[config.mk]
export PLATFORM = sky130hd
export DESIGN_NAME = frame_packer_flat
export DESIGN_NICKNAME = d
export VERILOG_FILES = /design/src/rtl/frame_packer_pkg.sv /design/src/rtl/frame_packer_if.sv /design/src/rtl/frame_fifo.sv /design/src/rtl/frame_packer.sv /design/src/flat_wrapper.sv
export SDC_FILE = /design/constraint.sdc
export NUM_CORES = 1
export LEC_CHECK = 0
export BUFFER_PORTS_ARGS = -buffer_cell sky130_fd_sc_hd__buf_2
export CAP_MARGIN = 20
export CORE_UTILIZATION = 46
export CTS_CLUSTER_DIAMETER = 200
export DETAILED_ROUTE_END_ITERATION = 6
export GPL_TIMING_DRIVEN = 0
export HOLD_SLACK_MARGIN = 0.06
export PLACE_DENSITY_LB_ADDON = 0.15
export SLEW_MARGIN = 20
export SYNTH_ARGS = -nofsm -noshare
export SYNTH_HDL_FRONTEND = slang
export SYNTH_SLANG_ARGS = --single-unit
[constraint.sdc]
create_clock -name clk -period 10.9 [get_ports clk]
set_clock_uncertainty 0.05 [all_clocks]
set_input_delay 1.09 -clock clk [delete_from_list [all_inputs] [get_ports clk]]
set_output_delay 1.09 -clock clk [all_outputs]
set_load 0.03 [all_outputs]
[src/rtl/frame_packer_pkg.sv]
// Shared types and constants for the frame packer.
// The FSM enum only carries a CSUM state when FRAME_PACKER_CSUM_EN is defined.
package frame_packer_pkg;

    localparam int FRAMES_SENT_W = 16;

`ifdef FRAME_PACKER_CSUM_EN
    typedef enum logic [1:0] {
        ST_IDLE = 2'd0,
        ST_DATA = 2'd1,
        ST_CSUM = 2'd2
    } state_e;
`else
    typedef enum logic [1:0] {
        ST_IDLE = 2'd0,
        ST_DATA = 2'd1
    } state_e;
`endif

endpackage

[src/rtl/frame_packer_if.sv]
// Stream bus of the frame packer: unthrottled word input and a valid/ready beat output.
// The slave modport is the packer side; the master modport is its environment.
interface frame_packer_if #(
    parameter int DATA_WIDTH = 8
) ();

    logic                  in_valid;
    logic [DATA_WIDTH-1:0] in_data;
    logic                  out_valid;
    logic                  out_ready;
    logic [DATA_WIDTH-1:0] out_data;
    logic                  out_last;

    modport slave (
        input  in_valid,
        input  in_data,
        input  out_ready,
        output out_valid,
        output out_data,
        output out_last
    );

    modport master (
        output in_valid,
        output in_data,
        output out_ready,
        input  out_valid,
        input  out_data,
        input  out_last
    );

endinterface

[src/rtl/frame_fifo.sv]
// Word FIFO with wrapping pointers and a full-range count. It also exposes the
// post-edge count and head so the packer can register its outputs without extra latency.
module frame_fifo #(
    parameter int DATA_WIDTH = 8,
    parameter int ADDR_WIDTH = 4
) (
    input  logic                  clk,
    input  logic                  reset_n,
    input  logic                  push_req,
    input  logic [DATA_WIDTH-1:0] wdata,
    input  logic                  pop_req,
    output logic [ADDR_WIDTH:0]   count,
    output logic [ADDR_WIDTH:0]   count_nxt,
    output logic [DATA_WIDTH-1:0] head_nxt,
    output logic                  drop
);

    localparam int                DEPTH   = 2 ** ADDR_WIDTH;
    localparam int                CNT_W   = ADDR_WIDTH + 1;
    localparam logic [CNT_W-1:0]  DEPTH_C = CNT_W'(DEPTH);
    localparam logic [CNT_W-1:0]  ZERO_C  = {CNT_W{1'b0}};

    logic [DATA_WIDTH-1:0] mem_r [DEPTH];
    logic [ADDR_WIDTH-1:0] wr_ptr_r;
    logic [ADDR_WIDTH-1:0] rd_ptr_r;
    logic [CNT_W-1:0]      count_r;

    logic                  full_s;
    logic                  push_s;
    logic                  pop_s;
    logic                  drop_s;
    logic [ADDR_WIDTH-1:0] rd_nxt_s;
    logic [CNT_W-1:0]      count_s;
    logic [CNT_W-1:0]      remain_s;
    logic [DATA_WIDTH-1:0] head_s;

    // Push/pop qualification and look-ahead of count and head.
    always_comb begin
        full_s   = (count_r == DEPTH_C);
        push_s   = push_req & ~full_s;
        drop_s   = push_req & full_s;
        pop_s    = pop_req & (count_r != ZERO_C);
        rd_nxt_s = rd_ptr_r + ADDR_WIDTH'(pop_s);
        count_s  = count_r + CNT_W'(push_s) - CNT_W'(pop_s);
        remain_s = count_r - CNT_W'(pop_s);
        // When no older word survives this edge, the new head is the word being written.
        if (count_s == ZERO_C) begin
            head_s = {DATA_WIDTH{1'b0}};
        end else if (remain_s == ZERO_C) begin
            head_s = wdata;
        end else begin
            head_s = mem_r[rd_nxt_s];
        end
    end

    // Storage array write port.
    always_ff @(posedge clk) begin
        if (push_s) begin
            mem_r[wr_ptr_r] <= wdata;
        end
    end

    // Pointer and occupancy registers.
    always_ff @(posedge clk or negedge reset_n) begin
        if (!reset_n) begin
            wr_ptr_r <= {ADDR_WIDTH{1'b0}};
            rd_ptr_r <= {ADDR_WIDTH{1'b0}};
            count_r  <= ZERO_C;
        end else begin
            wr_ptr_r <= wr_ptr_r + ADDR_WIDTH'(push_s);
            rd_ptr_r <= rd_nxt_s;
            count_r  <= count_s;
        end
    end

    assign count     = count_r;
    assign count_nxt = count_s;
    assign head_nxt  = head_s;
    assign drop      = drop_s;

endmodule

[src/rtl/frame_packer.sv]
// Packs an unthrottled word stream into FRAME_LEN-beat frames on a valid/ready output.
// Define FRAME_PACKER_CSUM_EN to append a modular-sum checksum beat to every frame.
module frame_packer
    import frame_packer_pkg::*;
#(
    parameter int DATA_WIDTH = 8,
    parameter int ADDR_WIDTH = 4,
    parameter int FRAME_LEN  = 16
) (
    input  logic                     clk,
    input  logic                     reset_n,
    frame_packer_if.slave            bus,
    output logic                     overflow,
    input  logic                     clr_ovf,
    output logic [FRAMES_SENT_W-1:0] frames_sent
);

    localparam int                CNT_W     = ADDR_WIDTH + 1;
    localparam int                BEAT_W    = (FRAME_LEN > 1) ? $clog2(FRAME_LEN) : 1;
    localparam logic [BEAT_W-1:0] LAST_BEAT = BEAT_W'(FRAME_LEN - 1);
    localparam logic [CNT_W-1:0]  ZERO_C    = {CNT_W{1'b0}};

    state_e                   state_r;
    state_e                   state_s;
    logic [BEAT_W-1:0]        beat_r;
    logic [BEAT_W-1:0]        beat_s;
`ifdef FRAME_PACKER_CSUM_EN
    logic [DATA_WIDTH-1:0]    csum_r;
    logic [DATA_WIDTH-1:0]    csum_s;
`endif
    logic                     out_valid_r;
    logic [DATA_WIDTH-1:0]    out_data_r;
    logic                     out_last_r;
    logic                     out_valid_s;
    logic [DATA_WIDTH-1:0]    out_data_s;
    logic                     out_last_s;
    logic                     overflow_r;
    logic                     overflow_s;
    logic [FRAMES_SENT_W-1:0] frames_sent_r;
    logic [FRAMES_SENT_W-1:0] frames_sent_s;

    logic                     hs_s;
    logic                     pop_s;
    logic [CNT_W-1:0]         fifo_count_s;
    logic [CNT_W-1:0]         fifo_count_nxt_s;
    logic [DATA_WIDTH-1:0]    fifo_head_nxt_s;
    logic                     drop_s;

    frame_fifo #(
        .DATA_WIDTH (DATA_WIDTH),
        .ADDR_WIDTH (ADDR_WIDTH)
    ) u_fifo (
        .clk       (clk),
        .reset_n   (reset_n),
        .push_req  (bus.in_valid),
        .wdata     (bus.in_data),
        .pop_req   (pop_s),
        .count     (fifo_count_s),
        .count_nxt (fifo_count_nxt_s),
        .head_nxt  (fifo_head_nxt_s),
        .drop      (drop_s)
    );

    // Next-state, beat counter and checksum; a pop happens only on a data-beat handshake.
    always_comb begin
        hs_s    = out_valid_r & bus.out_ready;
        pop_s   = 1'b0;
        state_s = state_r;
        beat_s  = beat_r;
`ifdef FRAME_PACKER_CSUM_EN
        csum_s  = csum_r;
`endif
        case (state_r)
            ST_IDLE: begin
                if (fifo_count_s != ZERO_C) begin
                    state_s = ST_DATA;
                    beat_s  = {BEAT_W{1'b0}};
`ifdef FRAME_PACKER_CSUM_EN
                    csum_s  = {DATA_WIDTH{1'b0}};
`endif
                end else begin
                    state_s = ST_IDLE;
                end
            end
            ST_DATA: begin
                if (hs_s) begin
                    pop_s  = 1'b1;
`ifdef FRAME_PACKER_CSUM_EN
                    csum_s = csum_r + out_data_r;
`endif
                    if (beat_r == LAST_BEAT) begin
                        beat_s  = {BEAT_W{1'b0}};
`ifdef FRAME_PACKER_CSUM_EN
                        state_s = ST_CSUM;
`else
                        state_s = ST_IDLE;
`endif
                    end else begin
                        beat_s  = beat_r + BEAT_W'(1);
                    end
                end else begin
                    state_s = ST_DATA;
                end
            end
`ifdef FRAME_PACKER_CSUM_EN
            ST_CSUM: begin
                if (hs_s) begin
                    state_s = ST_IDLE;
                end else begin
                    state_s = ST_CSUM;
                end
            end
`endif
            default: begin
                state_s = ST_IDLE;
                beat_s  = {BEAT_W{1'b0}};
            end
        endcase
    end

    // Output beat as it will look after this edge, so the outputs can be registered.
    always_comb begin
        out_valid_s = 1'b0;
        out_data_s  = {DATA_WIDTH{1'b0}};
        out_last_s  = 1'b0;
        case (state_s)
            ST_DATA: begin
                if (fifo_count_nxt_s != ZERO_C) begin
                    out_valid_s = 1'b1;
                    out_data_s  = fifo_head_nxt_s;
`ifdef FRAME_PACKER_CSUM_EN
                    out_last_s  = 1'b0;
`else
                    out_last_s  = (beat_s == LAST_BEAT);
`endif
                end else begin
                    out_valid_s = 1'b0;
                end
            end
`ifdef FRAME_PACKER_CSUM_EN
            ST_CSUM: begin
                out_valid_s = 1'b1;
                out_data_s  = csum_s;
                out_last_s  = 1'b1;
            end
`endif
            default: begin
                out_valid_s = 1'b0;
            end
        endcase
    end

    // Sticky drop flag (a drop beats a same-cycle clear) and completed-frame counter.
    always_comb begin
        if (drop_s) begin
            overflow_s = 1'b1;
        end else if (clr_ovf) begin
            overflow_s = 1'b0;
        end else begin
            overflow_s = overflow_r;
        end
        if (hs_s && out_last_r) begin
            frames_sent_s = frames_sent_r + FRAMES_SENT_W'(1);
        end else begin
            frames_sent_s = frames_sent_r;
        end
    end

    // FSM state and all registered outputs.
    always_ff @(posedge clk or negedge reset_n) begin
        if (!reset_n) begin
            state_r       <= ST_IDLE;
            beat_r        <= {BEAT_W{1'b0}};
`ifdef FRAME_PACKER_CSUM_EN
            csum_r        <= {DATA_WIDTH{1'b0}};
`endif
            out_valid_r   <= 1'b0;
            out_data_r    <= {DATA_WIDTH{1'b0}};
            out_last_r    <= 1'b0;
            overflow_r    <= 1'b0;
            frames_sent_r <= {FRAMES_SENT_W{1'b0}};
        end else begin
            state_r       <= state_s;
            beat_r        <= beat_s;
`ifdef FRAME_PACKER_CSUM_EN
            csum_r        <= csum_s;
`endif
            out_valid_r   <= out_valid_s;
            out_data_r    <= out_data_s;
            out_last_r    <= out_last_s;
            overflow_r    <= overflow_s;
            frames_sent_r <= frames_sent_s;
        end
    end

    assign bus.out_valid = out_valid_r;
    assign bus.out_data  = out_data_r;
    assign bus.out_last  = out_last_r;
    assign overflow      = overflow_r;
    assign frames_sent   = frames_sent_r;

endmodule

[src/flat_wrapper.sv]
// flat-port wrapper written by rule: the top's interface ports become plain ports
module frame_packer_flat import frame_packer_pkg::*;
#(
    parameter int DATA_WIDTH = 8,
    parameter int ADDR_WIDTH = 4,
    parameter int FRAME_LEN  = 16
)
  (clk, reset_n, overflow, clr_ovf, frames_sent, bus_in_valid, bus_in_data, bus_out_ready, bus_out_valid, bus_out_data, bus_out_last);
  frame_packer_if #(.DATA_WIDTH(DATA_WIDTH)) bus_i ();
  input  logic clk;
  input  logic reset_n;
  output logic overflow;
  input  logic clr_ovf;
  output logic [FRAMES_SENT_W-1:0] frames_sent;
  input wire logic [$bits(bus_i.in_valid)-1:0] bus_in_valid;
  input wire logic [$bits(bus_i.in_data)-1:0] bus_in_data;
  input wire logic [$bits(bus_i.out_ready)-1:0] bus_out_ready;
  output wire logic [$bits(bus_i.out_valid)-1:0] bus_out_valid;
  output wire logic [$bits(bus_i.out_data)-1:0] bus_out_data;
  output wire logic [$bits(bus_i.out_last)-1:0] bus_out_last;
  assign bus_i.in_valid = bus_in_valid;
  assign bus_i.in_data = bus_in_data;
  assign bus_i.out_ready = bus_out_ready;
  assign bus_out_valid = bus_i.out_valid;
  assign bus_out_data = bus_i.out_data;
  assign bus_out_last = bus_i.out_last;
  frame_packer #(.DATA_WIDTH(DATA_WIDTH), .ADDR_WIDTH(ADDR_WIDTH), .FRAME_LEN(FRAME_LEN)) u_core (.clk(clk), .reset_n(reset_n), .bus(bus_i), .overflow(overflow), .clr_ovf(clr_ovf), .frames_sent(frames_sent));
endmodule
==> run_results.csv, run 1 <==
group,metric,value,unit
yosys,synth_cells,629,
cts,htree_num_levels,4,
critical_path,worstPathRequired,11.15,ns
final_layout,area_growth_syn_to_layout,15.0,%
sta,finalSetupTns,0,ns
worst_hold_path,hold_path_end,"u_core.frames_sent[15]",
power_and_ir_drop,p_leak,3.27,nW
critical_path,reg2reg_depth,13,
cts,cts_buffer_depth,2,
place,io_buffers,39,
floorplan,die_h,132,um
cts,postCtsSetupRepairBufs,0,
power_and_ir_drop,p_int,1.46,mW
floorplan,core,16600,um2
run,max_cap_viol_count,0,
yosys,syn_nets,655,
grt,grt_pass1_vias,5511,
power_and_ir_drop,peakVddDrop,0.148,mV
status,status,"completed",
critical_path,crit_slowest_cell,"a2111oi_2",
place,globalplace.congestion,0.906,
grt,grt_pass1_wl,31400,um
drt,vias,5538,
drt,ant_nets,0,
final_layout,stdcell_area,8960,um2
power_and_ir_drop,swShare,0.362,
yosys,avgSynthCellArea,12.4,um2
sta,period_needed,6.01,ns
critical_path,path_delay_family,"simple AND/OR/NAND/NOR gates",
floorplan,ios,40,
final_layout,final_nets,715,
floorplan,initial_utilization,0.470,
yosys,yosysWarnings,0,
floorplan,die_w,132,um
sta,setup_viol,0,
critical_path,r2r_start,"u_core.state_r[1]",
critical_path,critPathKind,"input pin to flip-flop",
sta,max_freq,0.167,GHz
worst_hold_path,hold_depth,1,
yosys,ys_ff_latch,174,
critical_path,cpMostUsedCell,"a21oi_1",
drt,viasPerCell,6.01,
floorplan,num_rows,47,
cts,postCtsHoldBufs,0,
critical_path,crit_buf_inv,3,
sta,relSlewSlack,0.267,
critical_path,cp-start-kind,"input pin",
drt,first_iter_violations,562,
cts,numCtsBuffers,17,
cts,clkSlewWorstSetupHoldPaths,0.06,ns
cts,cts.sinks,174,
critical_path,cp_cell_sequence,"buf_2 > nand4b_1 > nor2_1 > clkbuf_1 > buf_1 > nand2_1 > fa_1 > nand2b_1 > a21oi_1 > or3_1 > a2111oi_2 > a21oi_1 > nor4b_1 > a221o_1",
critical_path,cp-end-kind,"flip-flop",
power_and_ir_drop,p_comb_frac,0.339,
drt,drt_wl_total,20300,um
yosys,synth-simple-area-share,0.151,
sta,final_hold_viol_count,0,
critical_path,reg2reg_to,"u_core.bus.out_data[5]",
sta,setup_ws,4.89,ns
place,pre_cts_slack,4.65,ns
power_and_ir_drop,p_total,2.28,mW
sta,slew_violations,0,
final_layout,final_util,0.541,
grt,grt_usage,0.245,
critical_path,cpPeakStageDelay,0.66,ns
yosys,netlist_area,7790,um2
critical_path,cp.arrival,6.26,ns
sta,finalCritPeriodShare,0.551,
yosys,synth-xor-area-share,0.0270,
yosys,synth-compound-area-share,0.0899,
yosys,synth_async_sr_flop_share,0.264,
yosys,seq_area_frac_synth,0.641,
power_and_ir_drop,p_per_area,255,nW/um2
final_layout,fin_cells,922,
sta,tightest_slew,1.10,ns
final_layout,diodes,0,
critical_path,ff2ff_setup_slack,5.19,ns
yosys,ys_dominant_reg_cell,"edfxtp_1",
place,hpwlAfterDp,13700,um
power_and_ir_drop,pwr-share-clk,0.288,
drt,wl_per_cell,22.0,um
place,dp.cells,890,
final_layout,drive_above_1_share,0.137,
yosys,muxShareOfSynthArea,0.0453,
grt,grt_max_degree,47,
sta,rsz0062_at_grt,"no",
cts,cts_resized,0,
grt,grt.overflow.total,0,
drt,dr.pass1.iters,5,
cts,insertion_delay,0.43,ns
worst_hold_path,hold_class,"flip-flop to flip-flop",
grt,antenna_found_initial,0,
drt,drcViolationCount,0,
floorplan,die_area,17500,um2
worst_hold_path,worstHoldStart,"u_core.frames_sent[15]",
critical_path,critical_path.max_fanout,10,
sta,fin_hold_ws,0.423,ns
cts,root_buffer,"clkbuf_16",
cts,cts_tree,"done",
power_and_ir_drop,pwr-share-seq,0.373,
yosys,synth_edf_count,128,
yosys,synth_top_family_by_area,"simple AND/OR/NAND/NOR gates",
place,placed_area,8310,um2
yosys,synthDistinctLibCells,52,
power_and_ir_drop,p_sw,0.826,mW
yosys,synth_fa_ha_area_frac,0.0218,
-- worst reg2reg max path: stages (launching register included) --
cell and delay, ns:
dfrtp_1 0.43, nand4b_1 0.45, nor2_1 0.64, clkbuf_1 0.50, buf_1 0.57, nand2_1 0.25, fa_1 0.49, nand2b_1 0.09
a21oi_1 0.07, or3_1 0.34, a2111oi_2 0.66, a21oi_1 0.47, nor4b_1 0.29, a221o_1 0.30
-- Yosys cell counts, types with 3 or more instances --
cell / n / area, um2
a211oi_1: 4 / 30.0
a21boi_0: 4 / 30.0
a21oi_1: 27 / 135
a221oi_1: 3 / 26.3
a22oi_1: 3 / 22.5
a31oi_1: 3 / 18.8
a32oi_1: 6 / 52.6
and3_1: 3 / 18.8
buf_2: 4 / 20.0
clkbuf_1: 26 / 97.6
dfrtp_1: 46 / 1150
edfxtp_1: 128 / 3840
ha_1: 12 / 150
inv_1: 11 / 41.3
mux2_2: 8 / 90.1
mux2i_1: 12 / 120
mux4_2: 4 / 90.1
nand2_1: 53 / 199
nand2b_1: 6 / 37.5
nand3_1: 24 / 120
nand4_1: 15 / 93.8
nand4b_1: 4 / 35.0
nor2_1: 75 / 282
nor3_1: 34 / 170
nor3b_1: 5 / 37.5
nor4_1: 6 / 37.5
o211ai_1: 4 / 30.0
o21ai_0: 14 / 70.1
o221ai_1: 4 / 35.0
o22ai_1: 5 / 31.3
o31ai_1: 6 / 45.0
o32ai_1: 13 / 114
or3_1: 10 / 62.6
xnor2_1: 15 / 131
xor2_1: 9 / 78.8
-- power groups by stage --
| stage | combinational, mW | clock, mW | sequential, mW |
|---|---|---|---|
| after CTS | 0.761 | 0.664 | 0.852 |
| after detailed placement | 0.754 | 0 | 0.865 |
| final | 0.774 | 0.657 | 0.853 |
| after floorplan | 0.483 | 0 | 0.880 |
| after global routing | 0.829 | 0.692 | 0.861 |
| after global placement | 0.733 | 0 | 0.862 |
-- cells by family (layout without fill, tap and decap cells) --
group | after synthesis | after routing
simple gates | 244 | 244
flops | 174 | 174
compound gates | 102 | 102
buf+inv | 45 | 118
mux | 26 | 26
xor+xnor | 24 | 24
fa+ha+maj | 13 | 13
other cells | 1 | 1
-- layout by cell type, fill, tap and decap left out, types with 3 or more instances in the layout --
master | Yosys | routed
o21ai_0 | 14 | 14
buf_2 | 4 | 42
nand2b_1 | 6 | 6
nand4_1 | 15 | 15
o221ai_1 | 4 | 4
mux2i_1 | 12 | 12
nor2_1 | 75 | 75
o32ai_1 | 13 | 13
nor3b_1 | 5 | 5
nand3_1 | 24 | 24
xor2_1 | 9 | 9
clkbuf_1 | 26 | 30
a22oi_1 | 3 | 3
a221oi_1 | 3 | 3
nor3_2 | 0 | 4
mux4_2 | 4 | 4
dfrtp_1 | 46 | 46
a21oi_1 | 27 | 27
o22ai_1 | 5 | 5
buf_4 | 0 | 3
ha_1 | 12 | 12
and3_1 | 3 | 3
nand2_1 | 53 | 53
xnor2_1 | 15 | 15
a31oi_1 | 3 | 3
nor4_1 | 6 | 6
a21boi_0 | 4 | 4
o31ai_1 | 6 | 6
or3_1 | 10 | 10
edfxtp_1 | 128 | 128
nand4b_1 | 4 | 4
clkbuf_16 | 0 | 21
a32oi_1 | 6 | 6
nor3_1 | 34 | 30
o211ai_1 | 4 | 4
mux2_2 | 8 | 8
inv_1 | 11 | 11
-- flip-flops by register name (all words and copies together), names as in the netlist --
name,cells
u_core.overflow,1
u_core.u_fifo.mem_r,128
u_core.u_fifo.count,5
u_core.beat_r,4
u_core.u_fifo.wr_ptr_r,4
u_core.state_r,2
u_core.frames_sent,16
u_core.u_fifo.rd_ptr_r,4
u_core.bus.out_valid,1
u_core.bus.out_data,8
u_core.bus.out_last,1
-- how the worst max path moves through the flow --
stage | startpoint | to | slack, ns | cells past startpoint
global route | bus_out_ready | u_core.bus.out_data[5] | 4.68 | 14
CTS | bus_out_ready | u_core.bus.out_data[5] | 5.04 | 14
global placement | bus_out_ready | u_core.bus.out_data[5] | 4.67 | 14
detailed placement | bus_out_ready | u_core.bus.out_data[5] | 4.65 | 14
floorplan | bus_out_ready | u_core.bus.out_data[5] | 6.30 | 13
finish | bus_out_ready | u_core.bus.out_data[5] | 4.89 | 14
-- routing by layer --
metal / part of all wire / up-vias / track usage
met2: 0.47 / 282 / 0.396
met5: 0 / - / 0
li1: - / 2490 / -
met3: 0.075 / 55 / 0.0442
met1: 0.42 / 2711 / 0.328
met4: 0.032 / 0 / 0.0995
-- final cells by class --
class / count / area (um2)
fill: 1434 / 7620
sequential: 174 / 4990
multi-input combinational: 410 / 2640
clock buffer: 27 / 568
tap: 220 / 275
timing repair buffer: 41 / 213
buffer: 33 / 136
clock inverter: 5 / 85.1
inverter: 12 / 47.5
(Power assumes the default switching activity.)
==> inputs of run 2 (changes only) <==
clock period = 5.7 ns   (was 10.9 ns; I/O delays follow)
==> run 2 against run 1 <==
Global-route usage unchanged. Setup slack worse by 4.6 ns. Clock-buffer cell count unchanged. Largest power group unchanged. Sequential power up 91%. Utilization up 0.29 points. Sequential cell count unchanged. Via count about the same. Highest routed layer unchanged. Critical path type is now flip-flop to flip-flop. Combinational power up 95%. Die area unchanged. Register-to-register slack worse by 4.9 ns. Hold slack worse by 0.31 ns. Largest cell class unchanged.
==> run_results.csv, run 2 (same netlist as run 1, synthesis figures left out) <==
group,metric,value,unit
critical_path,reg2reg_to,"u_core.bus.out_data[0]",
grt,grt_max_degree,47,
cts,clkSlewWorstSetupHoldPaths,0.06,ns
cts,root_buffer,"clkbuf_16",
floorplan,ios,40,
sta,finalCritPeriodShare,0.956,
grt,grt.overflow.total,0,
grt,grt_util_met3,0.0442,
place,placed_area,8310,um2
grt,top_usage_layer,"met2",
drt,viasPerCell,5.98,
critical_path,ff2ff_setup_slack,0.25,ns
floorplan,die_w,132,um
final_layout,largest-register,"u_core.u_fifo.mem_r",
drt,vias,5537,
final_layout,final_common_cell,"edfxtp_1",
drt,first_iter_violations,578,
final_layout,area_growth_syn_to_layout,15.6,%
power_and_ir_drop,p_leak,3.30,nW
critical_path,cp.arrival,5.71,ns
drt,drcViolationCount,0,
sta,slew_violations,0,
critical_path,cp-start-kind,"flip-flop",
sta,finalSetupTns,0,ns
grt,antenna_found_initial,0,
sta,relSlewSlack,0.260,
run,max_cap_viol_count,0,
sta,final_hold_viol_count,0,
final_layout,final_nets,719,
cts,cts_tree,"done",
worst_hold_path,hold_class,"input pin to asynchronous set/reset pin",
drt,ant_nets,0,
sta,setup_viol,0,
grt,grt_use_met2,0.396,
place,hpwlAfterDp,13700,um
final_layout,fin_cells,926,
grt,grt_usage,0.245,
place,dp.cells,890,
cts,cts_buffer_depth,2,
sta,rsz0062_at_grt,"no",
critical_path,crit_slowest_cell,"clkbuf_1",
floorplan,die_h,132,um
critical_path,reg2reg_depth,19,
cts,numCtsBuffers,17,
floorplan,die_area,17500,um2
drt,drt_wl_total,20400,um
place,globalplace.congestion,0.906,
critical_path,critPathKind,"flip-flop to flip-flop",
power_and_ir_drop,p_per_area,488,nW/um2
power_and_ir_drop,peakVddDrop,0.284,mV
floorplan,core,16600,um2
critical_path,critical_path.max_fanout,10,
final_layout,multiInputGateArea,2660,um2
sta,tightest_slew,1.11,ns
grt,grt_pass1_vias,5511,
sta,setup_ws,0.251,ns
final_layout,final_util,0.543,
place,io_buffers,39,
critical_path,crit_buf_inv,8,
final_layout,fillers,1431,
critical_path,cp_cell_sequence,"inv_1 > ha_1 > nor4b_4 > buf_4 > nor2_1 > clkbuf_1 > nand2_1 > inv_1 > ha_1 > xnor2_1 > inv_1 > clkbuf_1 > clkbuf_1 > buf_2 > nand3_1 > o22ai_1 > nor2_1 > a32oi_1 > nand2_1",
drt,dr.pass1.iters,5,
sta,fin_hold_ws,0.110,ns
grt,grt_pass1_wl,31400,um
cts,insertion_delay,0.43,ns
critical_path,cpPeakStageDelay,0.58,ns
critical_path,path_delay_family,"buffers and inverters",
floorplan,initial_utilization,0.470,
critical_path,cp-end-kind,"flip-flop",
sta,max_freq,0.184,GHz
cts,cts.sinks,174,
grt,grtUsageMet1,0.328,
sta,period_needed,5.45,ns
final_layout,drive_above_1_share,0.144,
final_layout,layout_common_cells,"128 x edfxtp_1, 75 x nor2_1, 53 x nand2_1, 46 x dfrtp_1, 42 x buf_2",
power_and_ir_drop,p_total,4.40,mW
final_layout,stdcell_area,9010,um2
cts,htree_num_levels,4,
drt,wl_per_cell,22.0,um
floorplan,num_rows,47,
critical_path,r2r_start,"u_core.u_fifo.count[2]",
final_layout,largest_reg_flops,128,
final_layout,diodes,0,
critical_path,worstPathRequired,5.96,ns
final_layout,ff_latch_area,4990,um2
place,pre_cts_slack,-0.0310,ns
status,status,"completed",
==> run 2: layout make-up <==
class | count | share of cell area
repair buffers | 45 | 0.0269
plain buffers | 33 | 0.0153
clock buffers | 27 | 0.0630
inverters | 12 | 0.00528
flip-flops and latches | 174 | 0.554
well taps | 220 | 0.0305
multi-input cells | 410 | 0.295
clock inverters | 5 | 0.00944
==> run 2: worst max path at each step <==
stage	start	end	cells past startpoint
after global routing	u_core.u_fifo.count[2]	u_core.bus.out_data[2]	19
final	u_core.u_fifo.count[2]	u_core.bus.out_data[0]	19
after global placement	bus_out_ready	u_core.bus.out_data[5]	14
after floorplan	u_core.u_fifo.count[2]	u_core.bus.out_data[5]	17
after CTS	u_core.state_r[1]	u_core.bus.out_data[5]	13
after detailed placement	bus_out_ready	u_core.bus.out_data[5]	14
==> run 2: what timing repair did <==
action                                  4_1_cts  5_1_grt
endpoints found under the setup margin        0        8
setup buffers                                 0        4
hold buffers                                  0        0
hold endpoints to repair                      0        0
resized for setup                             0        3
==> run 2: layer usage <==
| layer | vias to the layer above | wire [um] |
|---|---|---|
| li1 | 2497 | - |
| met3 | 51 | 1480 |
| met4 | 0 | 569 |
| met5 | - | 0 |
| met1 | 2711 | 8590 |
| met2 | 278 | 9710 |
==> run 2: worst reg2reg max path, stage by stage, from the launching register on <==
cell and delay [ns]:
dfrtp_1 0.37, inv_1 0.10, ha_1 0.24, nor4b_4 0.14
buf_4 0.17, nor2_1 0.51, clkbuf_1 0.50, nand2_1 0.28
inv_1 0.12, ha_1 0.16, xnor2_1 0.14, inv_1 0.11
clkbuf_1 0.49, clkbuf_1 0.58, buf_2 0.45, nand3_1 0.19
o22ai_1 0.23, nor2_1 0.14, a32oi_1 0.24, nand2_1 0.09
==> run 2: power breakdown <==
part,switching (mW),internal [mW]
Clock,0.480,0.780
Sequential,0.0930,1.54
Combinational,1.03,0.481
==> inputs of run 3 (changes only) <==
CORE_UTILIZATION = 40   (was 46)
==> run 3 against run 2 <==
Sequential power about the same. Via count about the same. Hold slack worse by 0.0035 ns. Register-to-register slack better by 0.09 ns. Sequential cell count unchanged. Clock-buffer cell count down 8. Clock power about the same. Fmax up 1.6%. Non-clock buffer count down 4. Final cell count up 3.9%. Cell area about the same. Sequential share of layout area about the same. Critical endpoint is now u_core.bus.out_data[5].
==> run_results.csv, run 3 (same netlist as run 1, synthesis figures left out) <==
group,metric,value,unit
floorplan,num_rows,50,
final_layout,final_common_cell,"edfxtp_1",
power_and_ir_drop,p_sw,1.66,mW
power_and_ir_drop,swShare,0.375,
cts,cts.sinks,174,
critical_path,critPathKind,"flip-flop to flip-flop",
critical_path,reg2reg_to,"u_core.bus.out_data[5]",
final_layout,area_growth_syn_to_layout,15.7,%
place,io_buffers,39,
drt,drcViolationCount,0,
place,hpwlAfterDp,14300,um
drt,wl_per_cell,22.1,um
power_and_ir_drop,p_comb_frac,0.343,
final_layout,final_nets,715,
critical_path,worstPathRequired,5.96,ns
drt,vias,5535,
floorplan,ios,40,
floorplan,die_w,142,um
sta,relSlewSlack,0.300,
worst_hold_path,hold_class,"input pin to asynchronous set/reset pin",
grt,antenna_found_initial,0,
critical_path,r2r_start,"u_core.u_fifo.count[2]",
sta,slew_violations,0,
grt,grt_util_met3,0.0540,
final_layout,stdcell_area,9020,um2
place,pre_cts_slack,-0.116,ns
grt,grtUsageMet1,0.290,
drt,drt_wl_total,21300,um
critical_path,cpPeakStageDelay,0.66,ns
final_layout,largest-register,"u_core.u_fifo.mem_r",
final_layout,layout_common_cells,"128 x edfxtp_1, 75 x nor2_1, 53 x nand2_1, 46 x dfrtp_1, 42 x buf_2",
cts,cts_tree,"done",
floorplan,core,18900,um2
sta,fin_hold_ws,0.106,ns
grt,grt_max_degree,47,
critical_path,crit_slowest_cell,"clkbuf_1",
final_layout,largest_reg_flops,128,
grt,grt_pass1_wl,32100,um
cts,insertion_delay,0.44,ns
critical_path,ff2ff_setup_slack,0.34,ns
power_and_ir_drop,p_int,2.76,mW
power_and_ir_drop,p_total,4.42,mW
sta,tightest_slew,1.05,ns
drt,dr.pass1.iters,5,
critical_path,cp.arrival,5.62,ns
sta,setup_viol,0,
drt,first_iter_violations,477,
power_and_ir_drop,peakVddDrop,0.249,mV
power_and_ir_drop,p_per_area,490,nW/um2
power_and_ir_drop,pwr-share-seq,0.369,
final_layout,drive_above_1_share,0.142,
critical_path,cp-start-kind,"flip-flop",
final_layout,diodes,0,
critical_path,reg2reg_depth,14,
grt,grt_pass1_vias,5438,
grt,grt_use_met2,0.349,
floorplan,die_area,20000,um2
sta,period_needed,5.36,ns
cts,htree_num_levels,4,
power_and_ir_drop,p_leak,3.26,nW
floorplan,die_h,142,um
floorplan,initial_utilization,0.412,
grt,top_usage_layer,"met2",
drt,ant_nets,0,
grt,grt.overflow.total,0,
cts,clkSlewWorstSetupHoldPaths,0.07,ns
critical_path,crit_buf_inv,6,
critical_path,cp_cell_sequence,"inv_1 > ha_1 > nor4b_4 > nor2_1 > clkbuf_1 > nand2_1 > inv_1 > ha_1 > xnor2_1 > clkbuf_1 > clkbuf_1 > clkbuf_1 > a21boi_0 > a221o_1",
sta,setup_ws,0.337,ns
sta,rsz0062_at_grt,"no",
cts,cts_buffer_depth,2,
power_and_ir_drop,pwr-share-clk,0.288,
status,status,"completed",
cts,numCtsBuffers,17,
sta,max_freq,0.186,GHz
critical_path,path_delay_family,"buffers and inverters",
cts,postCtsSetupRepairBufs,0,
sta,final_hold_viol_count,0,
run,max_cap_viol_count,0,
critical_path,cp-end-kind,"flip-flop",
critical_path,critical_path.max_fanout,10,
sta,finalCritPeriodShare,0.941,
grt,grt_usage,0.221,
final_layout,final_util,0.477,
place,globalplace.congestion,0.875,
drt,viasPerCell,5.75,
place,placed_area,8360,um2
critical_path,cpMostUsedCell,"clkbuf_1",
cts,root_buffer,"clkbuf_16",
[run 3: power by group through the flow]
| stage | Sequential [mW] | Clock (mW) | Combinational (mW) |
|---|---|---|---|
| 3_3_place_gp | 1.65 | 0 | 1.44 |
| 5_1_grt | 1.64 | 1.34 | 1.63 |
| 4_1_cts | 1.63 | 1.29 | 1.48 |
| 3_5_place_dp | 1.65 | 0 | 1.47 |
| 6_report | 1.63 | 1.27 | 1.52 |
| 2_1_floorplan | 1.68 | 0 | 0.924 |
[run 3: cell type report]
cell class | count | area, um2
multi-input cells | 410 | 2660
clock inverters | 13 | 205
clock buffers | 19 | 433
inverters | 12 | 47.5
plain buffers | 33 | 138
well taps | 260 | 325
flip-flops and latches | 174 | 4990
repair buffers | 41 | 213
fillers | 1729 | 9880
[run 3: repair_timing]
action	CTS	global route
setup endpoints to repair	0	7
hold buffers	0	0
resized for setup	0	3
[run 3: worst max path at each step]
stage                                 from                      to  slack (ns)  cells past startpoint
floorplan           u_core.u_fifo.count[2]  u_core.bus.out_data[5]        1.50                     17
global placement             bus_out_ready  u_core.bus.out_data[4]       -0.06                     14
detailed placement           bus_out_ready  u_core.bus.out_data[5]       -0.12                     14
CTS                      u_core.state_r[1]  u_core.bus.out_data[5]        0.05                     13
global route             u_core.state_r[1]  u_core.bus.out_data[3]        0.02                     16
finish              u_core.u_fifo.count[2]  u_core.bus.out_data[5]        0.34                     14
[run 3: metrics by stage]
stage | std cells | TNS [ns]
CTS | 962 | 0
global placement | 928 | -0.205
global route | 962 | 0
detailed placement | 930 | -0.184
finish | 962 | 0
floorplan | 629 | 0
[run 3: routing by layer]
layer  wire (um)  vias up
li1            -     2490
met1        8970     2740
met2        9990      259
met3        1700       46
met4         646        0
met5           0        -
